==> config.mk <==
export PLATFORM = sky130hd
export DESIGN_NAME = cr16_cond_eval_flat
export DESIGN_NICKNAME = d
export VERILOG_FILES = /design/src/rtl/cr16_cond_pkg.sv /design/src/rtl/cr16_cond_eval_if.sv /design/src/rtl/cr16_cond_decode.sv /design/src/rtl/cr16_cond_eval.sv /design/src/flat_wrapper.sv
export SDC_FILE = /design/constraint.sdc
export NUM_CORES = 1
export LEC_CHECK = 0
export CORE_MARGIN = 2
export CORE_UTILIZATION = 41
export DETAILED_ROUTE_END_ITERATION = 16
export PLACE_DENSITY = 0.72
export SLEW_MARGIN = 10
export SYNTH_ARGS = -nofsm -noshare
export SYNTH_HDL_FRONTEND = slang
export SYNTH_SLANG_ARGS = --single-unit
==> constraint.sdc <==
create_clock -name clk_i -period 1.4 [get_ports clk_i]
set_input_delay 0.42 -clock clk_i [delete_from_list [all_inputs] [get_ports clk_i]]
set_output_delay 0.42 -clock clk_i [all_outputs]
set_load 0.02 [all_outputs]
==> src/rtl/cr16_cond_pkg.sv <==
// cr16_cond_pkg: shared constants and types for the CR16 condition evaluator.
package cr16_cond_pkg;
  localparam int P_FLAG_WIDTH = 5;
  localparam int P_PEND_WIDTH = 2;
  localparam int FLAG_C = 0;
  localparam int FLAG_L = 1;
  localparam int FLAG_F = 2;
  localparam int FLAG_Z = 3;
  localparam int FLAG_N = 4;
  typedef enum logic [3:0] {
    COND_EQ, COND_NE, COND_CS, COND_CC, COND_HI, COND_LS, COND_GT, COND_LE,
    COND_FS, COND_FC, COND_LO, COND_HS, COND_LT, COND_GE, COND_UC, COND_NV
  } cond_e;
  typedef enum logic [1:0] {S_IDLE, S_WAIT, S_DONE} state_e;
endpackage

==> src/rtl/cr16_cond_eval_if.sv <==
// cr16_cond_eval_if: flag, request and result handshake bundle of the condition evaluator.
interface cr16_cond_eval_if;
  import cr16_cond_pkg::*;
  logic [P_FLAG_WIDTH-1:0] flags;
  logic flag_wr_issue;
  logic flag_wr_retire;
  logic req_valid;
  logic [3:0] cond;
  logic req_ready;
  logic res_valid;
  logic res_ready;
  logic taken;
  logic issue_stall;
  logic proto_err;
  modport master (
    output flags, flag_wr_issue, flag_wr_retire, req_valid, cond, res_ready,
    input  req_ready, res_valid, taken, issue_stall, proto_err
  );
  modport slave (
    input  flags, flag_wr_issue, flag_wr_retire, req_valid, cond, res_ready,
    output req_ready, res_valid, taken, issue_stall, proto_err
  );
endinterface

==> src/rtl/cr16_cond_decode.sv <==
// cr16_cond_decode: combinational condition-code resolver over the {N,Z,F,L,C} flags.
module cr16_cond_decode
  import cr16_cond_pkg::*;
(
  input  logic [3:0]              cond_i,
  input  logic [P_FLAG_WIDTH-1:0] flags_i,
  output logic                    taken_o
);
  logic n, z, f, l, c;
  logic [15:0] tbl;
  assign n = flags_i[FLAG_N];
  assign z = flags_i[FLAG_Z];
  assign f = flags_i[FLAG_F];
  assign l = flags_i[FLAG_L];
  assign c = flags_i[FLAG_C];
  // indexed by condition code, NV at the top down to EQ at bit 0
  assign tbl = {1'b0, 1'b1, n | z, ~n & ~z, l | z, ~l & ~z, ~f, f,
                ~n, n, ~l, l, ~c, c, ~z, z};
  assign taken_o = tbl[cond_i];
endmodule

==> src/rtl/cr16_cond_eval.sv <==
// cr16_cond_eval: waits for older flag writers to retire, then resolves a condition code
// and returns the registered result over a valid/ready handshake.
module cr16_cond_eval
  import cr16_cond_pkg::*;
(
  input logic        clk_i,
  input logic        rst_i,
  cr16_cond_eval_if.slave bus
);
  localparam logic [P_PEND_WIDTH-1:0] PEND_MAX = '1;
  state_e state_q, state_d;
  logic [P_PEND_WIDTH-1:0] pend_q, pend_d, wait_q, wait_d;
  logic [3:0] cond_q, cond_d;
  logic taken_q, taken_d, err_q, err_d, eval_taken, inc, dec;
  cr16_cond_decode u_dec (
    .cond_i  (cond_q),
    .flags_i (bus.flags),
    .taken_o (eval_taken)
  );
  assign inc = bus.flag_wr_issue & ~bus.flag_wr_retire;
  assign dec = bus.flag_wr_retire & ~bus.flag_wr_issue;
  always_comb begin
    pend_d = (inc && pend_q != PEND_MAX) ? pend_q + 1'b1 :
             (dec && pend_q != '0)       ? pend_q - 1'b1 : pend_q;
    err_d  = err_q | (inc && pend_q == PEND_MAX) | (dec && pend_q == '0);
  end
  always_comb begin
    state_d = state_q;
    wait_d  = wait_q;
    cond_d  = cond_q;
    taken_d = taken_q;
    case (state_q)
      S_IDLE: if (bus.req_valid) begin
        // a writer issued alongside the request is younger and is not waited on
        cond_d  = bus.cond;
        wait_d  = (bus.flag_wr_retire && pend_q != '0) ? pend_q - 1'b1 : pend_q;
        state_d = S_WAIT;
      end
      S_WAIT: begin
        if (bus.flag_wr_retire && wait_q != '0) wait_d = wait_q - 1'b1;
        else if (!bus.flag_wr_retire && wait_q == '0) begin
          taken_d = eval_taken;
          state_d = S_DONE;
        end
      end
      S_DONE: state_d = bus.res_ready ? S_IDLE : S_DONE;
      default: state_d = S_IDLE;
    endcase
  end
  always_ff @(posedge clk_i or posedge rst_i) begin
    if (rst_i) begin
      state_q <= S_IDLE;
      pend_q  <= '0;
      wait_q  <= '0;
      cond_q  <= '0;
      taken_q <= 1'b0;
      err_q   <= 1'b0;
    end else begin
      state_q <= state_d;
      pend_q  <= pend_d;
      wait_q  <= wait_d;
      cond_q  <= cond_d;
      taken_q <= taken_d;
      err_q   <= err_d;
    end
  end
  assign bus.req_ready   = state_q == S_IDLE && !rst_i;
  assign bus.res_valid   = state_q == S_DONE;
  assign bus.taken       = taken_q;
  assign bus.issue_stall = pend_q == PEND_MAX;
  assign bus.proto_err   = err_q;
endmodule

==> src/flat_wrapper.sv <==
// flat-port wrapper written by rule: the top's interface ports become plain ports
module cr16_cond_eval_flat import cr16_cond_pkg::*;
  (clk_i, rst_i, bus_flags, bus_flag_wr_issue, bus_flag_wr_retire, bus_req_valid, bus_cond, bus_res_ready, bus_req_ready, bus_res_valid, bus_taken, bus_issue_stall, bus_proto_err);
  cr16_cond_eval_if bus_i ();
  input logic clk_i;
  input logic rst_i;
  input wire logic [$bits(bus_i.flags)-1:0] bus_flags;
  input wire logic [$bits(bus_i.flag_wr_issue)-1:0] bus_flag_wr_issue;
  input wire logic [$bits(bus_i.flag_wr_retire)-1:0] bus_flag_wr_retire;
  input wire logic [$bits(bus_i.req_valid)-1:0] bus_req_valid;
  input wire logic [$bits(bus_i.cond)-1:0] bus_cond;
  input wire logic [$bits(bus_i.res_ready)-1:0] bus_res_ready;
  output wire logic [$bits(bus_i.req_ready)-1:0] bus_req_ready;
  output wire logic [$bits(bus_i.res_valid)-1:0] bus_res_valid;
  output wire logic [$bits(bus_i.taken)-1:0] bus_taken;
  output wire logic [$bits(bus_i.issue_stall)-1:0] bus_issue_stall;
  output wire logic [$bits(bus_i.proto_err)-1:0] bus_proto_err;
  assign bus_i.flags = bus_flags;
  assign bus_i.flag_wr_issue = bus_flag_wr_issue;
  assign bus_i.flag_wr_retire = bus_flag_wr_retire;
  assign bus_i.req_valid = bus_req_valid;
  assign bus_i.cond = bus_cond;
  assign bus_i.res_ready = bus_res_ready;
  assign bus_req_ready = bus_i.req_ready;
  assign bus_res_valid = bus_i.res_valid;
  assign bus_taken = bus_i.taken;
  assign bus_issue_stall = bus_i.issue_stall;
  assign bus_proto_err = bus_i.proto_err;
  cr16_cond_eval u_core (.clk_i(clk_i), .rst_i(rst_i), .bus(bus_i));
endmodule
==> key figures <==
Synthesis
  • Yosys reg bits: 12
  • Synthesized area: ~730 µm²
  • Count of cell types in the netlist: 26
  • Syn nets: 92
  • Mapped Cells: between 70 and 80
  • Yosys Warn Count: 0
  • Sequential-to-total area share from yosys stat: just over 40%
  • Mean post-synth cell area: ~10 µm²

Detailed routing
  • Drt drc: 0
  • Via Count: 757
  • DRT Pass-1 Iters: 4
  • 1st-iter DRT viols: 11
  • Drt wl/cell: roughly 15 µm
  • Routed Antenna Nets: 0
  • WL final: approximately 2100 µm
  • DR vias/cell: 5.22

Floorplan
  • Core Footprint: between 0.0015 and 0.002 mm²
  • Io pins: 20
  • Chip width: between 40 and 50 µm
  • DIE HEIGHT: between 40 and 50 µm
  • Area of the die: around 0.0021 mm²
  • Initial core utilization: between 40% and 50%
  • Row count: 15

GRT
  • Pin count of the biggest net entering global routing: 13
  • Initial antenna violation count: 0
  • Grt total ovfl: 0
  • Vias in the first global route: 782
  • First-pass GRT wire length: 3280 µm
  • GRT Overall Usage: 21.9%

Critical path
  • CP Cell Sequence: nor3_2, buf_4
  • Bufs and invs on worst path: 1
  • CP delay by family, top: flip-flops
  • Setup crit start kind: flop
  • CP max-delay cell: dfrtp_1
  • Max incr delay on CP: 420 ps
  • Setup CP Type: reg2out
  • Setup crit end kind: output port
  • WP data required: 980 ps
  • WP data arrival: between 1000 and 1500 ps
  • CP Max Fanout: 3

Hold path
  • Worst Hold Class: in2async

Place
  • I/O Buffers: 19
  • DP Cell Count: between 100 and 150
  • GP Congestion: roughly 0.72
  • Placement Cell Area: 0.00109 mm²
  • HPWL after detailed placement: 1300 µm

Final layout
  • Antenna diodes: 0
  • FILL cells: 100
  • Multi-input logic area: between 500 and 600 µm²
  • Layout cells sized above 1: 55.0%
  • Final std cells w/o fill: between 100 and 150
  • FF/Latch Area: 300 µm²
  • Area growth, synth to finish: 86.7%
  • Post-route cell area: roughly 0.0014 mm²
  • Nets: 140

STA
  • Final worst slack: -98.9 ps
  • Final setup skew: slightly above 4 ps
  • Worst-Margin Slew: between 200 and 300 ps
  • F_max: approximately 670 MHz
  • RSZ-0062 raised after global routing: yes
  • Rel. slew slack: 81.5%
  • Crit share post-route: 107%
  • Final Hold Viols: 0
  • Final TNS setup: -397 ps
  • Fin crit period: roughly 1500 ps
  • Hold Slack: 180 ps
  • Final Slew Violations: 0
  • Final setup violating endpoints: 7

Status
  • Failing checks: negative setup slack
  • Outcome: finished with violations

Power and ir drop
  • Leak: around 0.00061 µW
  • VDD IR max: 1.32 mV
  • PD cells: slightly above 2000 mW/mm²

CTS
  • H-Tree Level Count: 1
  • CTS Sinks: 12
  • Worst-path clk slew: roughly 80 ps
  • Worst-Skew Late Latency: roughly 280 ps
  • Worst-case clock buffer depth: 2
  • CTS root buffer: clkbuf_4
  • CTS tree: yes
  • CTS buffer count: 3

Run
  • Max-cap viol count: 0
## worst paths after layout
path | from | endpoint | slack [ps] | cells past startpoint
setup / recovery | u_core.state_q[0]$_DFFE_PP0P_ | bus_req_ready | -100 | 2
hold / removal | rst_i | u_core.state_q[1]$_DFFE_PP0P_ | 180 | 3
setup reg to reg | u_core.pend_q[0]$_DFFE_PP0P_ | u_core.pend_q[1]$_DFFE_PP0P_ | -70 | 8
hold reg to reg | u_core.bus.taken$_DFFE_PP0P_ | u_core.bus.taken$_DFFE_PP0P_ | 480 | 2
max in group asynchronous | rst_i | u_core.pend_q[0]$_DFFE_PP0P_ | 1060 | 3
min in group clk_i | u_core.bus.taken$_DFFE_PP0P_ | u_core.bus.taken$_DFFE_PP0P_ | 480 | 2
## tightest hold or removal path: cells and delay by family
kind	cells	cell delay (ps)
buf+inv	3	410
## per-stage QoR
| step | utilization, % | power (µW) | worst slack (ps) |
|---|---|---|---|
| after floorplan | - | 1310 | 25.4 |
| after global placement | 63.7 | 1810 | -611 |
| after detailed placement | 63.7 | 1870 | -646 |
| after CTS | 73.8 | 2510 | -165 |
| after global routing | 80.1 | 3010 | -157 |
| final | 80.1 | 2820 | -98.9 |
## power by group
group / total (µW) / internal, µW / leakage [µW] / switching (µW)
registers: 674 / 506 / 0.000142 / 168
logic: 1860 / 1090 / 0.000448 / 770
clock network: 288 / 158 / 0.0000210 / 130
## area by class of cell
cell class | count | area share (%)
sequential | 12 | 21.9
inverter | 8 | 2.56
multi-input combinational | 53 | 41.5
clock buffer | 4 | 2.65
timing repair buffer | 43 | 29.1
tap | 25 | 2.29
## synth_stat cells
master | n | area (µm²)
dfrtp_1 | 12 | 300
inv_1 | 8 | 30.0
mux2_2 | 6 | 67.6
a21oi_1 | 5 | 25.0
o21ai_0 | 5 | 25.0
ha_1 | 4 | 50.1
nor3b_1 | 4 | 30.0
nor2b_1 | 3 | 18.8
nand2_1 | 2 | 7.51
nand2b_1 | 2 | 12.5
nand3_1 | 2 | 10.0
nand3b_1 | 2 | 15.0
nor2_1 | 2 | 7.51
nor3_1 | 2 | 10.0
nor4bb_1 | 2 | 20.0
o211ai_1 | 2 | 15.0
a211o_1 | 1 | 8.76
a211oi_1 | 1 | 7.51
mux2i_1 | 1 | 10.0
nand2b_4 | 1 | 13.8
nand4b_1 | 1 | 8.76
o311ai_1 | 1 | 8.76
o31ai_1 | 1 | 7.51
or3_1 | 1 | 6.26
or3b_2 | 1 | 8.76
xnor2_1 | 1 | 8.76
## registers in the layout, summed over array words and instances, names as in the netlist
| signal | count |
|---|---|
| u_core.pend_q | 2 |
| u_core.bus.proto_err | 1 |
| u_core.cond_q | 4 |
| u_core.state_q | 2 |
| u_core.wait_q | 2 |
| u_core.bus.taken | 1 |
## per-layer routing
metal	GRT usage (%)	vias to the layer above	share of wire, %	routed length (µm)
met5	0	-	0	0
met4	11.4	0	1.8	37
met3	3.14	5	4.5	95
met2	40.6	21	54	1140
met1	23.5	372	40	838
li1	-	359	-	-
## repair_timing
item / CTS / global route
endpoints found under the setup margin: 13 / 11
buffers inserted: 3 / 4
hold buffers: 0 / 0
resized for setup: 53 / 22
pin swaps: 7 / 9
## layout by cell type (no fill, tap or decap), drive strengths merged, types with 2 or more instances in the layout
cell / instances
nor2: 2
nand3b: 2
clkbuf: 5
nand3: 2
clkdlybuf4s50: 10
o211ai: 2
mux2: 6
nor3b: 4
nand2b: 3
inv: 8
dlymetal6s2s: 2
ha: 4
nand2: 2
o21ai: 5
dlygate4sd2: 2
nor2b: 3
buf: 27
nor3: 2
a21oi: 5
dfrtp: 12
nor4bb: 2
## cells by family after synthesis
family	Yosys count	synth area share (%)
adders and majority gates	4	6.83
muxes	7	10.6
buffers and inverters	8	4.10
and+or+nand+nor	25	23.0
AOI/OAI and AO/OA	16	13.3
DFF	12	41.0
xor gates and xnor gates	1	1.19
(Power assumes the default switching activity.)
